==> src/rtl/reg_spill_if.sv <==
// ---------------------------------------------------------------------------
// reg_spill_if
// Bundle of the control, register-file and data-memory signals exchanged
// between the context save/restore engine and its surroundings.
//   slave  : the engine side (drives busy/done, addresses, enables, write data)
//   master : the environment side (drives starts, base address, read data)
// Signals:
//   start_save / start_restore  operation requests
//   base_addr                   memory base address for the operation
//   busy / done                 progress status and completion pulse
//   rf_rd_addr / rf_rd_data     register-file read port
//   rf_wr_en / rf_wr_addr / rf_wr_data   register-file write port
//   mem_addr / mem_wr_en / mem_wr_data / mem_rd_data   data-memory port
// ---------------------------------------------------------------------------
interface reg_spill_if #(
    parameter int RA_W   = 4,
    parameter int DATA_W = 8,
    parameter int MA_W   = 8
);
    logic              start_save;
    logic              start_restore;
    logic [MA_W-1:0]   base_addr;
    logic              busy;
    logic              done;
    logic [RA_W-1:0]   rf_rd_addr;
    logic [DATA_W-1:0] rf_rd_data;
    logic              rf_wr_en;
    logic [RA_W-1:0]   rf_wr_addr;
    logic [DATA_W-1:0] rf_wr_data;
    logic [MA_W-1:0]   mem_addr;
    logic              mem_wr_en;
    logic [DATA_W-1:0] mem_wr_data;
    logic [DATA_W-1:0] mem_rd_data;

    modport slave (
        input  start_save, start_restore, base_addr, rf_rd_data, mem_rd_data,
        output busy, done, rf_rd_addr, rf_wr_en, rf_wr_addr, rf_wr_data,
               mem_addr, mem_wr_en, mem_wr_data
    );

    modport master (
        output start_save, start_restore, base_addr, rf_rd_data, mem_rd_data,
        input  busy, done, rf_rd_addr, rf_wr_en, rf_wr_addr, rf_wr_data,
               mem_addr, mem_wr_en, mem_wr_data
    );
endinterface

==> src/rtl/reg_spill_ctrl.sv <==
// ---------------------------------------------------------------------------
// reg_spill_ctrl
// Context save/restore engine. SAVE copies r0..r(NUM_REGS-1) to NUM_REGS
// consecutive data-memory bytes starting at base_addr; RESTORE copies them
// back. One register moves per cycle; a one-cycle DONE state follows.
// Ports:
//   clk    single clock, all state on posedge
//   reset  synchronous active-high reset
//   bus    reg_spill_if.slave (starts, status, register-file and memory ports)
// All outputs decode from registered state; the only input-to-output paths
// are the read-data to write-data pass-throughs.
// ---------------------------------------------------------------------------
module reg_spill_ctrl #(
    parameter int NUM_REGS = 16,
    parameter int RA_W     = 4,
    parameter int DATA_W   = 8,
    parameter int MA_W     = 8
) (
    input  logic       clk,
    input  logic       reset,
    reg_spill_if.slave bus
);

    typedef enum logic [1:0] {
        ST_IDLE    = 2'd0,
        ST_SAVE    = 2'd1,
        ST_RESTORE = 2'd2,
        ST_DONE    = 2'd3
    } state_t;

    localparam logic [RA_W-1:0] LAST_IDX = RA_W'(NUM_REGS - 1);

    state_t            state_q, state_d;
    logic [RA_W-1:0]   idx_q, idx_d;
    logic [MA_W-1:0]   base_q, base_d;

    logic              busy_s;
    logic              done_s;
    logic [RA_W-1:0]   rf_rd_addr_s;
    logic              rf_wr_en_s;
    logic [RA_W-1:0]   rf_wr_addr_s;
    logic [DATA_W-1:0] rf_wr_data_s;
    logic [MA_W-1:0]   mem_addr_s;
    logic              mem_wr_en_s;
    logic [DATA_W-1:0] mem_wr_data_s;
    logic [MA_W-1:0]   xfer_addr_s;

    // Memory address of the current transfer; idx is zero-extended and the
    // sum wraps modulo 2^MA_W.
    assign xfer_addr_s = base_q + MA_W'(idx_q);

    // State, index and latched base registers with synchronous reset.
    always_ff @(posedge clk) begin
        if (reset) begin
            state_q <= ST_IDLE;
            idx_q   <= '0;
            base_q  <= '0;
        end else begin
            state_q <= state_d;
            idx_q   <= idx_d;
            base_q  <= base_d;
        end
    end

    // Next-state logic and output decode from the registered state.
    always_comb begin
        state_d       = state_q;
        idx_d         = idx_q;
        base_d        = base_q;
        busy_s        = 1'b0;
        done_s        = 1'b0;
        rf_rd_addr_s  = '0;
        rf_wr_en_s    = 1'b0;
        rf_wr_addr_s  = '0;
        rf_wr_data_s  = '0;
        mem_addr_s    = '0;
        mem_wr_en_s   = 1'b0;
        mem_wr_data_s = '0;
        case (state_q)
            ST_IDLE: begin
                // SAVE has priority when both requests arrive together.
                if (bus.start_save) begin
                    state_d = ST_SAVE;
                    idx_d   = '0;
                    base_d  = bus.base_addr;
                end else if (bus.start_restore) begin
                    state_d = ST_RESTORE;
                    idx_d   = '0;
                    base_d  = bus.base_addr;
                end else begin
                    state_d = ST_IDLE;
                end
            end
            ST_SAVE: begin
                busy_s        = 1'b1;
                rf_rd_addr_s  = idx_q;
                mem_addr_s    = xfer_addr_s;
                mem_wr_en_s   = 1'b1;
                mem_wr_data_s = bus.rf_rd_data;
                // Index holds at its terminal value on the final transfer.
                if (idx_q == LAST_IDX) begin
                    state_d = ST_DONE;
                end else begin
                    idx_d = idx_q + RA_W'(1);
                end
            end
            ST_RESTORE: begin
                busy_s       = 1'b1;
                mem_addr_s   = xfer_addr_s;
                rf_wr_en_s   = 1'b1;
                rf_wr_addr_s = idx_q;
                rf_wr_data_s = bus.mem_rd_data;
                if (idx_q == LAST_IDX) begin
                    state_d = ST_DONE;
                end else begin
                    idx_d = idx_q + RA_W'(1);
                end
            end
            ST_DONE: begin
                done_s  = 1'b1;
                state_d = ST_IDLE;
            end
            default: begin
                state_d = ST_IDLE;
            end
        endcase
    end

    assign bus.busy        = busy_s;
    assign bus.done        = done_s;
    assign bus.rf_rd_addr  = rf_rd_addr_s;
    assign bus.rf_wr_en    = rf_wr_en_s;
    assign bus.rf_wr_addr  = rf_wr_addr_s;
    assign bus.rf_wr_data  = rf_wr_data_s;
    assign bus.mem_addr    = mem_addr_s;
    assign bus.mem_wr_en   = mem_wr_en_s;
    assign bus.mem_wr_data = mem_wr_data_s;

endmodule

==> src/flat_wrapper.sv <==
// flat-port wrapper written by rule: the top's interface ports become plain ports
module reg_spill_ctrl_flat 
#(
    parameter int NUM_REGS = 16,
    parameter int RA_W     = 4,
    parameter int DATA_W   = 8,
    parameter int MA_W     = 8
)
  (clk, reset, bus_start_save, bus_start_restore, bus_base_addr, bus_rf_rd_data, bus_mem_rd_data, bus_busy, bus_done, bus_rf_rd_addr, bus_rf_wr_en, bus_rf_wr_addr, bus_rf_wr_data, bus_mem_addr, bus_mem_wr_en, bus_mem_wr_data);
  reg_spill_if #(.RA_W(RA_W), .DATA_W(DATA_W), .MA_W(MA_W)) bus_i ();
  input  logic clk;
  input  logic reset;
  input wire logic [$bits(bus_i.start_save)-1:0] bus_start_save;
  input wire logic [$bits(bus_i.start_restore)-1:0] bus_start_restore;
  input wire logic [$bits(bus_i.base_addr)-1:0] bus_base_addr;
  input wire logic [$bits(bus_i.rf_rd_data)-1:0] bus_rf_rd_data;
  input wire logic [$bits(bus_i.mem_rd_data)-1:0] bus_mem_rd_data;
  output wire logic [$bits(bus_i.busy)-1:0] bus_busy;
  output wire logic [$bits(bus_i.done)-1:0] bus_done;
  output wire logic [$bits(bus_i.rf_rd_addr)-1:0] bus_rf_rd_addr;
  output wire logic [$bits(bus_i.rf_wr_en)-1:0] bus_rf_wr_en;
  output wire logic [$bits(bus_i.rf_wr_addr)-1:0] bus_rf_wr_addr;
  output wire logic [$bits(bus_i.rf_wr_data)-1:0] bus_rf_wr_data;
  output wire logic [$bits(bus_i.mem_addr)-1:0] bus_mem_addr;
  output wire logic [$bits(bus_i.mem_wr_en)-1:0] bus_mem_wr_en;
  output wire logic [$bits(bus_i.mem_wr_data)-1:0] bus_mem_wr_data;
  assign bus_i.start_save = bus_start_save;
  assign bus_i.start_restore = bus_start_restore;
  assign bus_i.base_addr = bus_base_addr;
  assign bus_i.rf_rd_data = bus_rf_rd_data;
  assign bus_i.mem_rd_data = bus_mem_rd_data;
  assign bus_busy = bus_i.busy;
  assign bus_done = bus_i.done;
  assign bus_rf_rd_addr = bus_i.rf_rd_addr;
  assign bus_rf_wr_en = bus_i.rf_wr_en;
  assign bus_rf_wr_addr = bus_i.rf_wr_addr;
  assign bus_rf_wr_data = bus_i.rf_wr_data;
  assign bus_mem_addr = bus_i.mem_addr;
  assign bus_mem_wr_en = bus_i.mem_wr_en;
  assign bus_mem_wr_data = bus_i.mem_wr_data;
  reg_spill_ctrl #(.NUM_REGS(NUM_REGS), .RA_W(RA_W), .DATA_W(DATA_W), .MA_W(MA_W)) u_core (.clk(clk), .reset(reset), .bus(bus_i));
endmodule
==> config.mk <==
export PLATFORM = sky130hd
export DESIGN_NAME = reg_spill_ctrl_flat
export DESIGN_NICKNAME = d
export VERILOG_FILES = /design/src/rtl/reg_spill_if.sv /design/src/rtl/reg_spill_ctrl.sv /design/src/flat_wrapper.sv
export SDC_FILE = /design/constraint.sdc
export NUM_CORES = 1
export LEC_CHECK = 0
export CELL_PAD_IN_SITES_DETAIL_PLACEMENT = 1
export CELL_PAD_IN_SITES_GLOBAL_PLACEMENT = 1
export CORE_MARGIN = 1.5
export CORE_UTILIZATION = 26
export CTS_CLUSTER_SIZE = 16
export DETAILED_ROUTE_END_ITERATION = 10
export PLACE_DENSITY = 0.84
export SETUP_SLACK_MARGIN = 0.05
export SYNTH_ARGS = -nofsm -noshare
export SYNTH_HDL_FRONTEND = slang
export SYNTH_SLANG_ARGS = --single-unit
export TNS_END_PERCENT = 20
==> constraint.sdc <==
create_clock -name clk -period 3.2 [get_ports clk]
set_input_delay 0.96 -clock clk [delete_from_list [all_inputs] [get_ports clk]]
set_output_delay 0.96 -clock clk [all_outputs]
set_load 0.02 [all_outputs]
==> results.py, run 1 <==
metrics = {
    "status": {
        "run_status": "finished, final reports clean",
    },
    "grt": {
        "grt_pass1_vias": 1138,
        "grt_max_degree": 16,
        "grt_pass1_wl_mm": 5.46,
        "antenna_found_initial": 0,
        "globalRouteTotalUtil_pct": 15.5,
        "grt.overflow.total": 0,
    },
    "worst_setup_path": {
        "crit_required_ns": 2.24,
        "cp-end-kind": "output pin",
        "worstReg2RegStart": "u_core.state_q[0]",
        "cp-startpoint": "bus_mem_rd_data[0]",
        "crit_arrival_ns": 2.15,
        "crit_buf_inv": 2,
        "critical_path_class": "in2out",
        "cp_slowest_cell": "clkdlybuf4s50_1",
        "cp_top_family": "buffers and inverters",
        "max_stage_delay_ns": 0.60,
        "cp_cell_sequence": "clkdlybuf4s50_1 > and2_1 > clkdlybuf4s50_1",
        "cp_max_fo": 1,
        "startpoint_type": "primary input",
        "crit_top_cell": "clkdlybuf4s50_1",
    },
    "cells_and_area": {
        "finish.utilization_pct": 46.0,
        "syn_to_final_growth_pct": 71.2,
        "fin_nets": 238,
        "final_common_cell": "clkdlybuf4s50_1",
        "drive_above_1_share_pct": 7.61,
        "design_area_sq_um": 1840,
        "diodes": 0,
        "final_cell_mix": "clkdlybuf4s50_1 (59), and2_1 (29), nor2_1 (14), dfxtp_1 (14), ha_1 (9)",
        "instances_no_fill": 247,
        "n_fill_cell": 477,
    },
    "sta": {
        "period_minus_slack_ns": 3.11,
        "clock.fmax_mhz": 322,
        "setup_viol": 0,
        "slew_headroom_pct": 61.6,
        "hold_viol_final": 0,
        "finClkSkew_ns": 0.00277,
        "finalCritPeriodShare_pct": 97.0,
        "slew_violations": 0,
        "timing.setup.tns_ns": 0,
        "tightest_slew_ns": 0.576,
        "rsz0062_at_grt": "true",
    },
    "power_and_ir_drop": {
        "clkPwrFrac_pct": 11.2,
        "p_sw_mw": 0.549,
        "p_leak_nw": 0.775,
        "vdd_drop_max_uv": 310,
        "combPwrFrac_pct": 68.2,
        "switching_share_pct": 44.0,
        "intPower_mw": 0.699,
        "powerDensity_nw_per_um2": 677,
        "power_mw": 1.25,
        "seq_power_share_pct": 20.6,
    },
    "detailed_routing": {
        "wl_mm": 3.33,
        "ant_nets": 0,
        "vias": 1176,
        "wl_per_cell_um": 13.5,
        "vias_per_cell": 4.76,
        "firstDrtPassIters": 4,
        "drc": 0,
        "drt_iter0_markers": 23,
    },
    "logic_synthesis": {
        "netlist_instances": 131,
        "async_flop_share_pct": 0,
        "synth_ff_type": "dfxtp_1",
        "ys_ff_latch": 14,
        "seq_area_frac_synth_pct": 26.0,
        "yosys_warnings": 0,
        "syn_nets": 170,
        "yosys-top-cells-area": "dfxtp_1 (26%), and2_1 (17%), ha_1 (12%)",
        "synth_edf_count": 0,
        "netlist.area_leader.share_pct": 26.0,
        "avgSynthCellArea_sq_um": 8.21,
        "ys_types": 33,
        "yosysTopAreaCell": "dfxtp_1",
        "syn-cell-area_sq_um": 1080,
    },
    "clocking": {
        "cts_setup_buffers": 0,
        "ctsLongestPathBuffers": 2,
        "postCtsHoldBufs": 0,
        "root_buffer": "clkbuf_8",
        "cts_tree": "built",
        "path_clk_slew_ns": 0.05,
        "clk_latency_ns": 0.24,
        "cts.sinks": 14,
        "ctsHtreeMaxLevel": 1,
        "cts_buffers": 3,
    },
    "die": {
        "start_util_pct": 26.9,
        "die_x_um": 67.3,
        "fp-row-count": 23,
        "die_area_sq_um": 4530,
        "core_sq_um": 4000,
        "die_h_um": 67.3,
        "pin_count": 64,
    },
    "place": {
        "postPlaceCellArea_sq_um": 1790,
        "dp_hpwl_mm": 2.78,
        "portBuffers": 63,
        "dp.cells": 244,
        "place_congestion": 0.726,
    },
    "flow_run": {
        "cap_violations": 0,
    },
    "hold_path": {
        "hold_path_class": "reg2reg",
        "min-delay-start": "u_core.base_q[2]",
    },
}
[Yosys cell counts, types with 2 or more instances]
cell type,instances
a211oi_1,5
a21o_1,2
a21oi_1,5
and2_1,29
clkbuf_1,5
dfxtp_1,14
ha_1,10
inv_1,4
mux2i_1,8
nand2_1,4
nand3_1,5
nor2_1,14
nor3_1,2
o21ai_0,4
xnor2_1,2
[area by class of cell]
class | instances | area [sq um] | area share (%)
repair buffers | 68 | 667 | 36.2
flip-flops and latches | 14 | 280 | 15.2
well taps | 50 | 62.6 | 3.40
inverters | 4 | 15.0 | 0.815
multi-input cells | 108 | 776 | 42.1
clock buffers | 3 | 41.3 | 2.24
[power by group through the flow]
stage                     Clock (mW)  Sequential [mW]  Combinational (mW)
after floorplan                    0            0.251               0.511
after global placement             0            0.258               0.849
after detailed placement           0            0.261               0.865
after CTS                      0.146            0.257               0.864
after global routing           0.156            0.265               0.929
final                          0.140            0.257               0.851
[worst reg2reg max path, stage by stage (launching register included)]
cell,delay (ns)
dfxtp_1,0.38
inv_1,0.10
ha_1,0.45
buf_4,0.22
a211oi_1,0.09
or3b_1,0.35
o31ai_1,0.07
[timing repair]
item                                    in CTS  in global routing
gates resized for setup                      8                  3
pin swaps                                    0                  1
endpoints found under the setup margin       4                  4
[per-layer routing]
metal	up-vias	global-route usage (%)	routed length (um)
met1	554	19.8	1430
met2	28	27.4	1730
met5	-	0	0
li1	589	-	-
met4	0	3.06	34
met3	5	2.67	128
[cells by family (layout without fill, tap and decap cells)]
group	count (synthesis)	in the layout	synth area share (%)
buffers and inverters	9	75	3.14
AND/OR/NAND/NOR	62	62	32.2
XOR/XNOR	3	3	2.44
adder cells (fa/ha/maj)	11	11	13.5
flip-flops	14	14	26.0
multiplexers	8	8	7.44
AO/OA/AOI/OAI	24	24	15.2
[state kept, by name (all words and copies together) (netlist names)]
| name | cells |
|---|---|
| u_core.base_q | 8 |
| u_core.idx_q | 4 |
| u_core.state_q | 2 |
[through the flow]
step	hold WS, ns	worst slack, ns
2_1_floorplan	0.470	0.538
3_3_place_gp	0.485	0.0543
3_5_place_dp	0.505	0.0180
4_1_cts	0.515	0.0747
5_1_grt	0.570	0.0367
6_report	0.509	0.0950
[worst paths after layout]
check,end,slack [ns],depth (start not counted)
hold / removal,u_core.base_q[2],0.51,2
hold reg to reg,u_core.base_q[2],0.51,2
setup / recovery,bus_rf_wr_data[0],0.09,3
setup reg to reg,u_core.idx_q[0],1.45,6
Power figures use the tool's default switching activity.
==> run 2, diff against run 1 <==
- GPL_TIMING_DRIVEN: default -> 0
==> run 2 against run 1 <==
  * Cell count stayed put
  * Non-clock buffer count unchanged
  * Sequential power about the same
  * Combinational power shrank 1%
  * Fmax grew 0.11%
  * Largest power group unchanged
==> results.py, run 2 (synthesis results as in run 1) <==
metrics = {
    "status": {
        "run_status": "finished, final reports clean",
    },
    "hold_path": {
        "min_path_cells": 2,
        "min-delay-start": "u_core.base_q[2]",
        "hold_path_class": "reg2reg",
        "worstHoldEndpoint": "u_core.base_q[2]",
    },
    "sta": {
        "timing.setup.tns_ns": 0,
        "finClkSkew_ns": 0.00160,
        "slew_headroom_pct": 60.9,
        "tightest_slew_ns": 0.587,
        "rsz0062_at_grt": "true",
        "finalCritPeriodShare_pct": 96.9,
        "slew_violations": 0,
        "worst_slack_ns": 0.0985,
        "hold_viol_final": 0,
        "setup_viol": 0,
        "clock.fmax_mhz": 322,
        "period_minus_slack_ns": 3.10,
    },
    "clocking": {
        "cts.sinks": 14,
        "ctsLongestPathBuffers": 2,
        "root_buffer": "clkbuf_8",
        "cts_tree": "built",
        "ctsHtreeMaxLevel": 1,
        "clk_latency_ns": 0.24,
        "path_clk_slew_ns": 0.05,
        "cts_buffers": 3,
    },
    "worst_setup_path": {
        "reg2reg_depth": 6,
        "reg2reg_slack_ns": 1.66,
        "cp_cell_sequence": "clkdlybuf4s50_1 > and2_1 > clkdlybuf4s50_1",
        "r2r-end": "u_core.idx_q[2]",
        "crit_required_ns": 2.24,
        "cp_slowest_cell": "clkdlybuf4s50_1",
        "startpoint_type": "primary input",
        "max_stage_delay_ns": 0.60,
        "critical_path_class": "in2out",
        "cp_max_fo": 1,
        "crit_top_cell": "clkdlybuf4s50_1",
        "crit_arrival_ns": 2.14,
        "worstReg2RegStart": "u_core.state_q[0]",
        "cp-end-kind": "output pin",
    },
    "grt": {
        "grt.overflow.total": 0,
        "grt_pass1_wl_mm": 5.42,
        "grt_max_degree": 11,
        "globalRouteTotalUtil_pct": 15.4,
        "antenna_found_initial": 0,
        "grt_pass1_vias": 1159,
    },
    "die": {
        "die_area_sq_um": 4530,
        "start_util_pct": 26.9,
        "die_h_um": 67.3,
        "core_sq_um": 4000,
        "die_x_um": 67.3,
        "pin_count": 64,
        "fp-row-count": 23,
    },
    "place": {
        "postPlaceCellArea_sq_um": 1770,
        "place_congestion": 0.755,
        "dp_hpwl_mm": 2.64,
        "pre_cts_slack_ns": -0.0846,
        "portBuffers": 63,
    },
    "cells_and_area": {
        "n_fill_cell": 502,
        "largest_register_ffs": 8,
        "regMostFlops": "u_core.base_q",
        "syn_to_final_growth_pct": 70.5,
        "final_cell_mix": "clkdlybuf4s50_1 (58), and2_1 (29), nor2_1 (14)",
        "fin_nets": 238,
        "design_area_sq_um": 1830,
        "diodes": 0,
        "final_common_cell": "clkdlybuf4s50_1",
        "largest_registers": "u_core.base_q x8, u_core.idx_q x4, u_core.state_q x2",
        "drive_above_1_share_pct": 7.11,
        "finish.utilization_pct": 45.9,
    },
    "detailed_routing": {
        "drc": 0,
        "vias_per_cell": 4.61,
        "wl_mm": 3.15,
        "ant_nets": 0,
        "wl_per_cell_um": 12.7,
        "firstDrtPassIters": 3,
        "vias": 1139,
        "drt_iter0_markers": 32,
    },
    "power_and_ir_drop": {
        "intPower_mw": 0.696,
        "clkPwrFrac_pct": 11.5,
        "vdd_drop_max_uv": 424,
        "p_sw_mw": 0.546,
        "powerDensity_nw_per_um2": 677,
        "switching_share_pct": 43.9,
        "p_leak_nw": 0.775,
        "seq_power_share_pct": 20.9,
        "combPwrFrac_pct": 67.6,
    },
    "flow_run": {
        "cap_violations": 0,
    },
}
[run 2: per-layer routing]
layer	GRT usage, %	routed length (um)
met3	1.83	111
met1	19.2	1400
met2	28.0	1620
met5	0	0
met4	3.83	12
[run 2: critical path: cells and delay by family]
family	cells	cell delay [ns]
buffers and inverters	2	1.06
AND/OR/NAND/NOR	1	0.12
[run 2: per-stage QoR]
stage / hold WS (ns) / power (mW) / instances
after detailed placement: 0.498 / 1.10 / 244
after CTS: 0.509 / 1.26 / 247
after global placement: 0.485 / 1.09 / 244
after floorplan: 0.470 / 0.762 / 131
final: 0.501 / 1.24 / 247
after global routing: 0.537 / 1.35 / 247
[run 2: cell type report]
class,count,area [sq um],share of cell area [%]
buffer,5,22.5,1.23
clock buffer,3,41.3,2.25
inverter,4,15.0,0.819
multi-input combinational,108,778,42.4
sequential,14,283,15.4
tap,50,62.6,3.41
timing repair buffer,63,632,34.4
[run 2: how the worst max path moves through the flow]
stage | start | endpoint | slack [ns] | cells past startpoint
floorplan | u_core.idx_q[0] | bus_mem_addr[6] | 0.54 | 6
detailed placement | u_core.idx_q[0] | bus_mem_addr[6] | -0.08 | 7
finish | bus_rf_rd_data[7] | bus_mem_wr_data[7] | 0.1 | 3
global route | u_core.idx_q[0] | bus_mem_addr[4] | 0.00001 | 7
CTS | u_core.state_q[0] | bus_mem_addr[3] | 0.06 | 6
global placement | u_core.idx_q[0] | bus_mem_addr[6] | -0.07 | 7
[run 2: what timing repair did]
item | 4_1_cts | 5_1_grt
hold buffers | 0 | 0
setup buffers | 0 | 0
pin swaps | 0 | 0
endpoints found under the hold margin | 0 | 0
setup endpoints to repair | 8 | 7
resized for setup | 17 | 1
gates cloned | 0 | 0
[run 2: power groups by stage]
| stage | Combinational, mW | Sequential, mW | Clock [mW] |
|---|---|---|---|
| CTS | 0.855 | 0.261 | 0.149 |
| global placement | 0.825 | 0.262 | 0 |
| floorplan | 0.511 | 0.251 | 0 |
| detailed placement | 0.841 | 0.263 | 0 |
| finish | 0.840 | 0.259 | 0.143 |
| global route | 0.929 | 0.268 | 0.157 |
